$ cat src/rtl/opb_ctr_bank_pkg.sv
// Shared types and helpers for the OPB counter bank slave.
package opb_ctr_bank_pkg;

    // Bus-side transfer sequencing states.
    typedef enum logic [1:0] {
        IDLE,
        ACK,
        HOLD
    } opb_state_e;

    // Global-clear bit in the flag word (big-endian numbering: bit 31 is the LSB).
    localparam int GCLR_BIT    = 31;
    // Byte lane carrying the global-clear bit (big-endian numbering: lane 3 is the LSB byte).
    localparam int GCLR_LANE   = 3;

    // The flag word sits directly after the last counter word.
    function automatic int sat_reg_ofs(input int n_ctr);
        return n_ctr;
    endfunction

    // Word index of a byte address inside the window.
    function automatic logic [31:0] word_index(input logic [31:0] addr,
                                               input logic [31:0] base);
        logic [31:0] ofs;
        ofs = addr - base;
        return {2'b00, ofs[31:2]};
    endfunction

endpackage

$ cat src/rtl/opb_ctr_cell.sv
// One event counter with clear priority and a sticky overflow/saturation flag.
// Build option: define CTR_SATURATE_EN to hold at the maximum instead of wrapping.
module opb_ctr_cell #(
    parameter int CTR_W = 32
) (
    input  logic             clk,
    input  logic             rst_n,
    input  logic             inc,
    input  logic             clr,
    output logic [CTR_W-1:0] cnt,
    output logic             sat
);

    localparam logic [CTR_W-1:0] CNT_MAX = '1;

    // Count, clear (which beats a same-cycle increment), and flag the overflow.
    // NOTE: state is updated with <= so every flop samples pre-edge values; blocking
    //       assignments here would create order-dependent simulation/synthesis mismatches.
    always_ff @(posedge clk or negedge rst_n) begin
        if (!rst_n) begin
            cnt <= '0;
            sat <= 1'b0;
        end else if (clr) begin
            cnt <= '0;
            sat <= 1'b0;
        end else if (inc) begin
            if (cnt == CNT_MAX) begin
`ifdef CTR_SATURATE_EN
                sat <= 1'b1;
`else
                cnt <= '0;
                sat <= 1'b1;
`endif
            end else begin
                cnt <= cnt + CTR_W'(1);
            end
        end
    end

endmodule

$ cat src/rtl/opb_ctr_bank_ctrl.sv
// OPB slave exposing N_CTR event counters plus a sticky-flag word.
// Word k<N_CTR reads counter k (write clears it); word N_CTR reads the flags
// (write with bit 31 set in lane 3 clears everything). Other words read 0.
// Build option: CTR_SATURATE_EN selects saturating counters (default wraps).
module opb_ctr_bank_ctrl
    import opb_ctr_bank_pkg::*;
#(
    parameter logic [31:0] C_BASEADDR   = 32'h01008300,
    parameter logic [31:0] C_HIGHADDR   = 32'h010083FF,
    parameter int          C_OPB_AWIDTH = 32,
    parameter int          C_OPB_DWIDTH = 32,
    parameter int          N_CTR        = 4,
    parameter int          CTR_W        = 32
) (
    input  logic                    OPB_Clk,
    input  logic                    OPB_Rst_n,
    input  logic [0:C_OPB_AWIDTH-1] OPB_ABus,
    input  logic [0:3]              OPB_BE,
    input  logic [0:C_OPB_DWIDTH-1] OPB_DBus,
    input  logic                    OPB_RNW,
    input  logic                    OPB_select,
    input  logic                    OPB_seqAddr,
    output logic [0:C_OPB_DWIDTH-1] Sl_DBus,
    output logic                    Sl_xferAck,
    output logic                    Sl_errAck,
    output logic                    Sl_retry,
    output logic                    Sl_toutSup,
    input  logic [N_CTR-1:0]        ctr_inc,
    output logic [N_CTR-1:0]        ctr_sat
);

    localparam int SAT_REG_OFS = sat_reg_ofs(N_CTR);

    opb_state_e              state_q, state_d;
    logic                    hit, load;
    logic [31:0]             addr, word_idx;
    logic [C_OPB_DWIDTH-1:0] rd_mux, rd_data_q;
    logic [N_CTR-1:0]        clr_mask, clr_q;
    logic [CTR_W-1:0]        cnt [N_CTR];
    logic                    unused_inputs;

    assign unused_inputs = &{1'b0, OPB_seqAddr, OPB_DBus};

    assign addr     = 32'(OPB_ABus);
    assign hit      = OPB_select && (addr >= C_BASEADDR) && (addr <= C_HIGHADDR);
    assign word_idx = word_index(addr, C_BASEADDR);

    assign Sl_DBus    = rd_data_q;
    assign Sl_errAck  = 1'b0;
    assign Sl_retry   = 1'b0;
    assign Sl_toutSup = 1'b0;

    // Counter bank; clear mask is only non-zero during the ack cycle.
    // NOTE: the counters are individual flops, not a RAM, so they take the async reset.
    for (genvar i = 0; i < N_CTR; i++) begin : g_ctr
        opb_ctr_cell #(.CTR_W(CTR_W)) u_cell (
            .clk   (OPB_Clk),
            .rst_n (OPB_Rst_n),
            .inc   (ctr_inc[i]),
            .clr   (clr_q[i]),
            .cnt   (cnt[i]),
            .sat   (ctr_sat[i])
        );
    end

    // Address decode: read mux value and per-counter clear request for this address.
    // NOTE: every output gets a default first so no path leaves it unassigned (no latch).
    always_comb begin
        rd_mux   = '0;
        clr_mask = '0;
        for (int i = 0; i < N_CTR; i++) begin
            if (word_idx == 32'(i)) begin
                rd_mux      = C_OPB_DWIDTH'(cnt[i]);
                clr_mask[i] = |OPB_BE;
            end
        end
        if (word_idx == 32'(SAT_REG_OFS)) begin
            rd_mux   = C_OPB_DWIDTH'(ctr_sat);
            clr_mask = {N_CTR{OPB_DBus[GCLR_BIT] & OPB_BE[GCLR_LANE]}};
        end
    end

    // FSM state register.
    always_ff @(posedge OPB_Clk or negedge OPB_Rst_n) begin
        if (!OPB_Rst_n) state_q <= IDLE;
        else            state_q <= state_d;
    end

    // FSM next state and outputs: one ack per select assertion.
    always_comb begin
        state_d    = state_q;
        load       = 1'b0;
        Sl_xferAck = 1'b0;
        unique case (state_q)
            IDLE: begin
                if (hit) begin
                    load    = 1'b1;
                    state_d = ACK;
                end
            end
            ACK: begin
                Sl_xferAck = 1'b1;
                state_d    = HOLD;
            end
            HOLD: begin
                if (!OPB_select) state_d = IDLE;
            end
            default: state_d = IDLE;
        endcase
    end

    // Capture read data and clear request on the accepting edge; both live one cycle.
    always_ff @(posedge OPB_Clk or negedge OPB_Rst_n) begin
        if (!OPB_Rst_n) begin
            rd_data_q <= '0;
            clr_q     <= '0;
        end else begin
            rd_data_q <= (load && OPB_RNW)  ? rd_mux   : '0;
            clr_q     <= (load && !OPB_RNW) ? clr_mask : '0;
        end
    end

endmodule
$ cat config.mk
export PLATFORM = sky130hd
export DESIGN_NAME = opb_ctr_bank_ctrl
export DESIGN_NICKNAME = d
export VERILOG_FILES = /design/src/rtl/opb_ctr_bank_pkg.sv /design/src/rtl/opb_ctr_cell.sv /design/src/rtl/opb_ctr_bank_ctrl.sv
export SDC_FILE = /design/constraint.sdc
export NUM_CORES = 1
export LEC_CHECK = 0
export CAP_MARGIN = 20
export CORE_ASPECT_RATIO = 1.1
export CORE_UTILIZATION = 25
export CTS_CLUSTER_SIZE = 14
export DETAILED_ROUTE_END_ITERATION = 6
export PLACE_DENSITY = 0.49
export SLEW_MARGIN = 10
export SYNTH_ARGS = -nofsm -noshare
export SYNTH_HDL_FRONTEND = slang
export SYNTH_SLANG_ARGS = --single-unit
$ cat constraint.sdc
create_clock -name OPB_Clk -period 2.4 [get_ports OPB_Clk]
set_input_delay 0.48 -clock OPB_Clk [delete_from_list [all_inputs] [get_ports OPB_Clk]]
set_output_delay 0.48 -clock OPB_Clk [all_outputs]
set_load 0.1 [all_outputs]
==> impl_metrics.json <==
{
  "io_buffer_count": 79,
  "met3_usage_pct": 2.23,
  "use_met2_pct": 25.8,
  "syn_inst": 1039,
  "setup.worst_path.class": "in2reg",
  "synth_top_area_share_pct": 45.1,
  "syn_area_um2": 9440,
  "maxSlewViolCount": 0,
  "row_count": 74,
  "grt_antenna_before_repair": 0,
  "cpPeakStageDelay_ns": 0.53,
  "initial_utilization_pct": 25.4,
  "synthXorXnorAreaFrac_pct": 10.3,
  "viasPerCell": 4.73,
  "async_reset_ff_share_pct": 100,
  "final.setup.worst_slack_ns": -0.0771,
  "routed_wl_um": 28900,
  "hold_viol_final": 14,
  "post_drt_wl_per_cell_um": 17.1,
  "busiest_layer": "met2",
  "setup_viol": 28,
  "core_area_um2": 37100,
  "synth.distinct_cells": 57,
  "die_x_um": 187,
  "synth_compound_area_share_pct": 9.56,
  "dieArea_um2": 38500,
  "synth_top_family_by_area": "simple AND/OR/NAND/NOR gates",
  "vias": 8000,
  "crit_family": "simple AND/OR/NAND/NOR gates",
  "rr_startpoint": "g_ctr[1].u_cell.cnt[1]$_DFFE_PN0P_",
  "violations": "hold timing, setup timing",
  "synth_top_flop_cell": "dfrtp_1",
  "drtAntennaViolNets": 0,
  "hold_path.class": "in2async",
  "ir_drop_mv": 0.370,
  "pin_count": 117,
  "grt_pass1_wl_um": 46100,
  "clock-sinks": 170,
  "synth_simple_gate_area_share_pct": 27.4,
  "startpoint_type": "input pin",
  "worst_ep_required_time_ns": 2.70,
  "grt_overflow": 0,
  "cts_buffers": 17,
  "fin_cells": 1692,
  "holdWs_ns": -0.0135,
  "crit_path_end_kind": "register",
  "clock_latency_ns": 0.43,
  "finClkSkew_ns": 0.0115,
  "n_antenna_cell": 0,
  "slowest_stage": "or4_4",
  "yosys.area.top_type": "dfrtp_1",
  "cp_common_cell": "or4_4",
  "avgSynthCellArea_um2": 9.08,
  "p_leak_nw": 5.49,
  "use_met1_pct": 20.2,
  "crit_start": "OPB_ABus[12]",
  "path_max_fanout": 7,
  "grt_usage_pct": 15.4,
  "post-route-min-period_ns": 2.48,
  "cellPowerDensity_nw_per_um2": 563,
  "synth_warnings": 0,
  "dieHeight_um": 206,
  "area_growth_pct": 30.6,
  "firstDrtPassIters": 4,
  "mostFrequentLayoutCell": "nor2_1",
  "grt_pass1_vias": 8128,
  "cp.arrival_ns": 2.78,
  "synth.mux.area_fraction_pct": 3.50,
  "clk_path_buf_depth": 2,
  "layout.nets": 1266,
  "max_freq_mhz": 404,
  "rsz0062_at_grt": "true",
  "htree_levels": 4,
  "clk_pin_slew_ns": 0.07,
  "period_share_pct": 103,
  "gp_congestion": 0.848,
  "crit_chain": "buf_8 -> or4_4 -> or4_4 -> o211a_4 -> buf_6 -> nor3_4 -> a41o_4 -> clkbuf_16 -> a21oi_2",
  "detailed_place_hpwl_um": 21000,
  "yosys.area_share.adder_pct": 0.530,
  "layout-drive-gt1-share_pct": 21.5,
  "final_cell_mix": "nor2_1, dfrtp_1, buf_4",
  "synth_edf_count": 0,
  "dp_cells": 1643,
  "drc": 0,
  "tightest_slew_ns": 0.500,
  "cts_tree": "built",
  "drt-initial-drc-count": 469,
  "cts-root-buf": "clkbuf_16",
  "cap_violations": 0,
  "seq_area_frac_synth_pct": 45.1,
  "max_slew_margin_pct": 66.6,
  "grt_max_degree": 50,
  "synth_area_leaders": "dfrtp_1, nor2_1, xor2_1, xnor2_1, nand2_1",
  "status": "complete, but fails checks",
  "critPathBufInv": 3,
  "ys_ff_latch": 170
}
## stage by stage
stage	util (%)	worst slack (ns)	power [mW]	instance area [µm²]	TNS (ns)
floorplan	-	-0.232	3.74	9460	-5.03
global placement	30.4	-0.705	4.19	11300	-23.49
detailed placement	30.4	-0.749	4.20	11300	-24.39
CTS	32.7	-0.0519	7.02	12100	-0.882
global route	33.2	-0.113	7.26	12300	-2.43
finish	33.2	-0.0771	6.94	12300	-1.39
## path summary, 6_finish.rpt
check                                                            to  slack [ns]  cells after the start
max in group asynchronous                        clr_q[0]$_DFF_PN0_        1.71                      2
worst min-delay path             g_ctr[2].u_cell.cnt[4]$_DFFE_PN0P_       -0.01                      1
worst max-delay path                          Sl_DBus[25]$_DFF_PN0_       -0.08                      9
worst min register to register               state_q[1]$_DFFE_PN0P_        0.52                      1
worst max register to register  g_ctr[1].u_cell.cnt[15]$_DFFE_PN0P_        0.20                      8
min in group OPB_Clk                         state_q[1]$_DFFE_PN0P_        0.52                      1
## kinds of logic after synthesis
group,after synthesis
and+or+nand+nor,526
DFF,170
AOI/OAI and AO/OA,123
xor gates and xnor gates,111
buffers and inverters,71
muxes,33
adders and majority gates,4
other,1
## sequential cells by signal, indices dropped and copies added (netlist names)
| register | count |
|---|---|
| Sl_DBus | 32 |
| g_ctr.u_cell.cnt | 128 |
| g_ctr.u_cell.sat | 4 |
| state_q | 2 |
| clr_q | 4 |
## Yosys cell counts (17+ instances only)
master,number
a21oi_1,33
a21oi_2,20
and3_1,46
clkbuf_1,41
dfrtp_1,170
mux2i_1,33
nand2_1,90
nand3_1,42
nand4_1,45
nor2_1,197
nor3_1,17
o211ai_1,34
xnor2_1,44
xor2_1,67
## routing by layer
layer | vias up | part of all wire (%)
met1 | 3929 | 46
met2 | 136 | 49
li1 | 3908 | -
met4 | 0 | 2.0
met3 | 27 | 2.6
met5 | - | 0
## timing repair
action / 4_1_cts / 5_1_grt
buffers inserted: 9 / 4
cloned: 3 / 4
endpoints found under the setup margin: 36 / 34
pin swaps: 34 / 18
resized for setup: 71 / 36
hold buffers: 0 / 0
## worst register-to-register path: stages, from the launching register on
cell     delay [ns]
dfrtp_1        0.40
ha_1           0.22
nand2_1        0.11
or3_1          0.37
nor3_1         0.23
and4_1         0.34
a21o_1         0.19
buf_12         0.17
nor2_1         0.07
## cell type report
cell class	instances	area [µm²]
Fill cell	3771	24800
Tap cell	494	618
Sequential cell	170	4250
Clock buffer	20	447
Clock inverter	12	139
Multi-Input combinational cell	800	5120
Timing Repair Buffer	183	1700
Inverter	13	48.8
## power breakdown
part | internal (mW) | switching (mW) | total, mW
clock network | 1.57 | 1.20 | 2.77
logic | 0.401 | 0.483 | 0.884
registers | 3.03 | 0.254 | 3.29
Power figures use the tool's default switching activity.
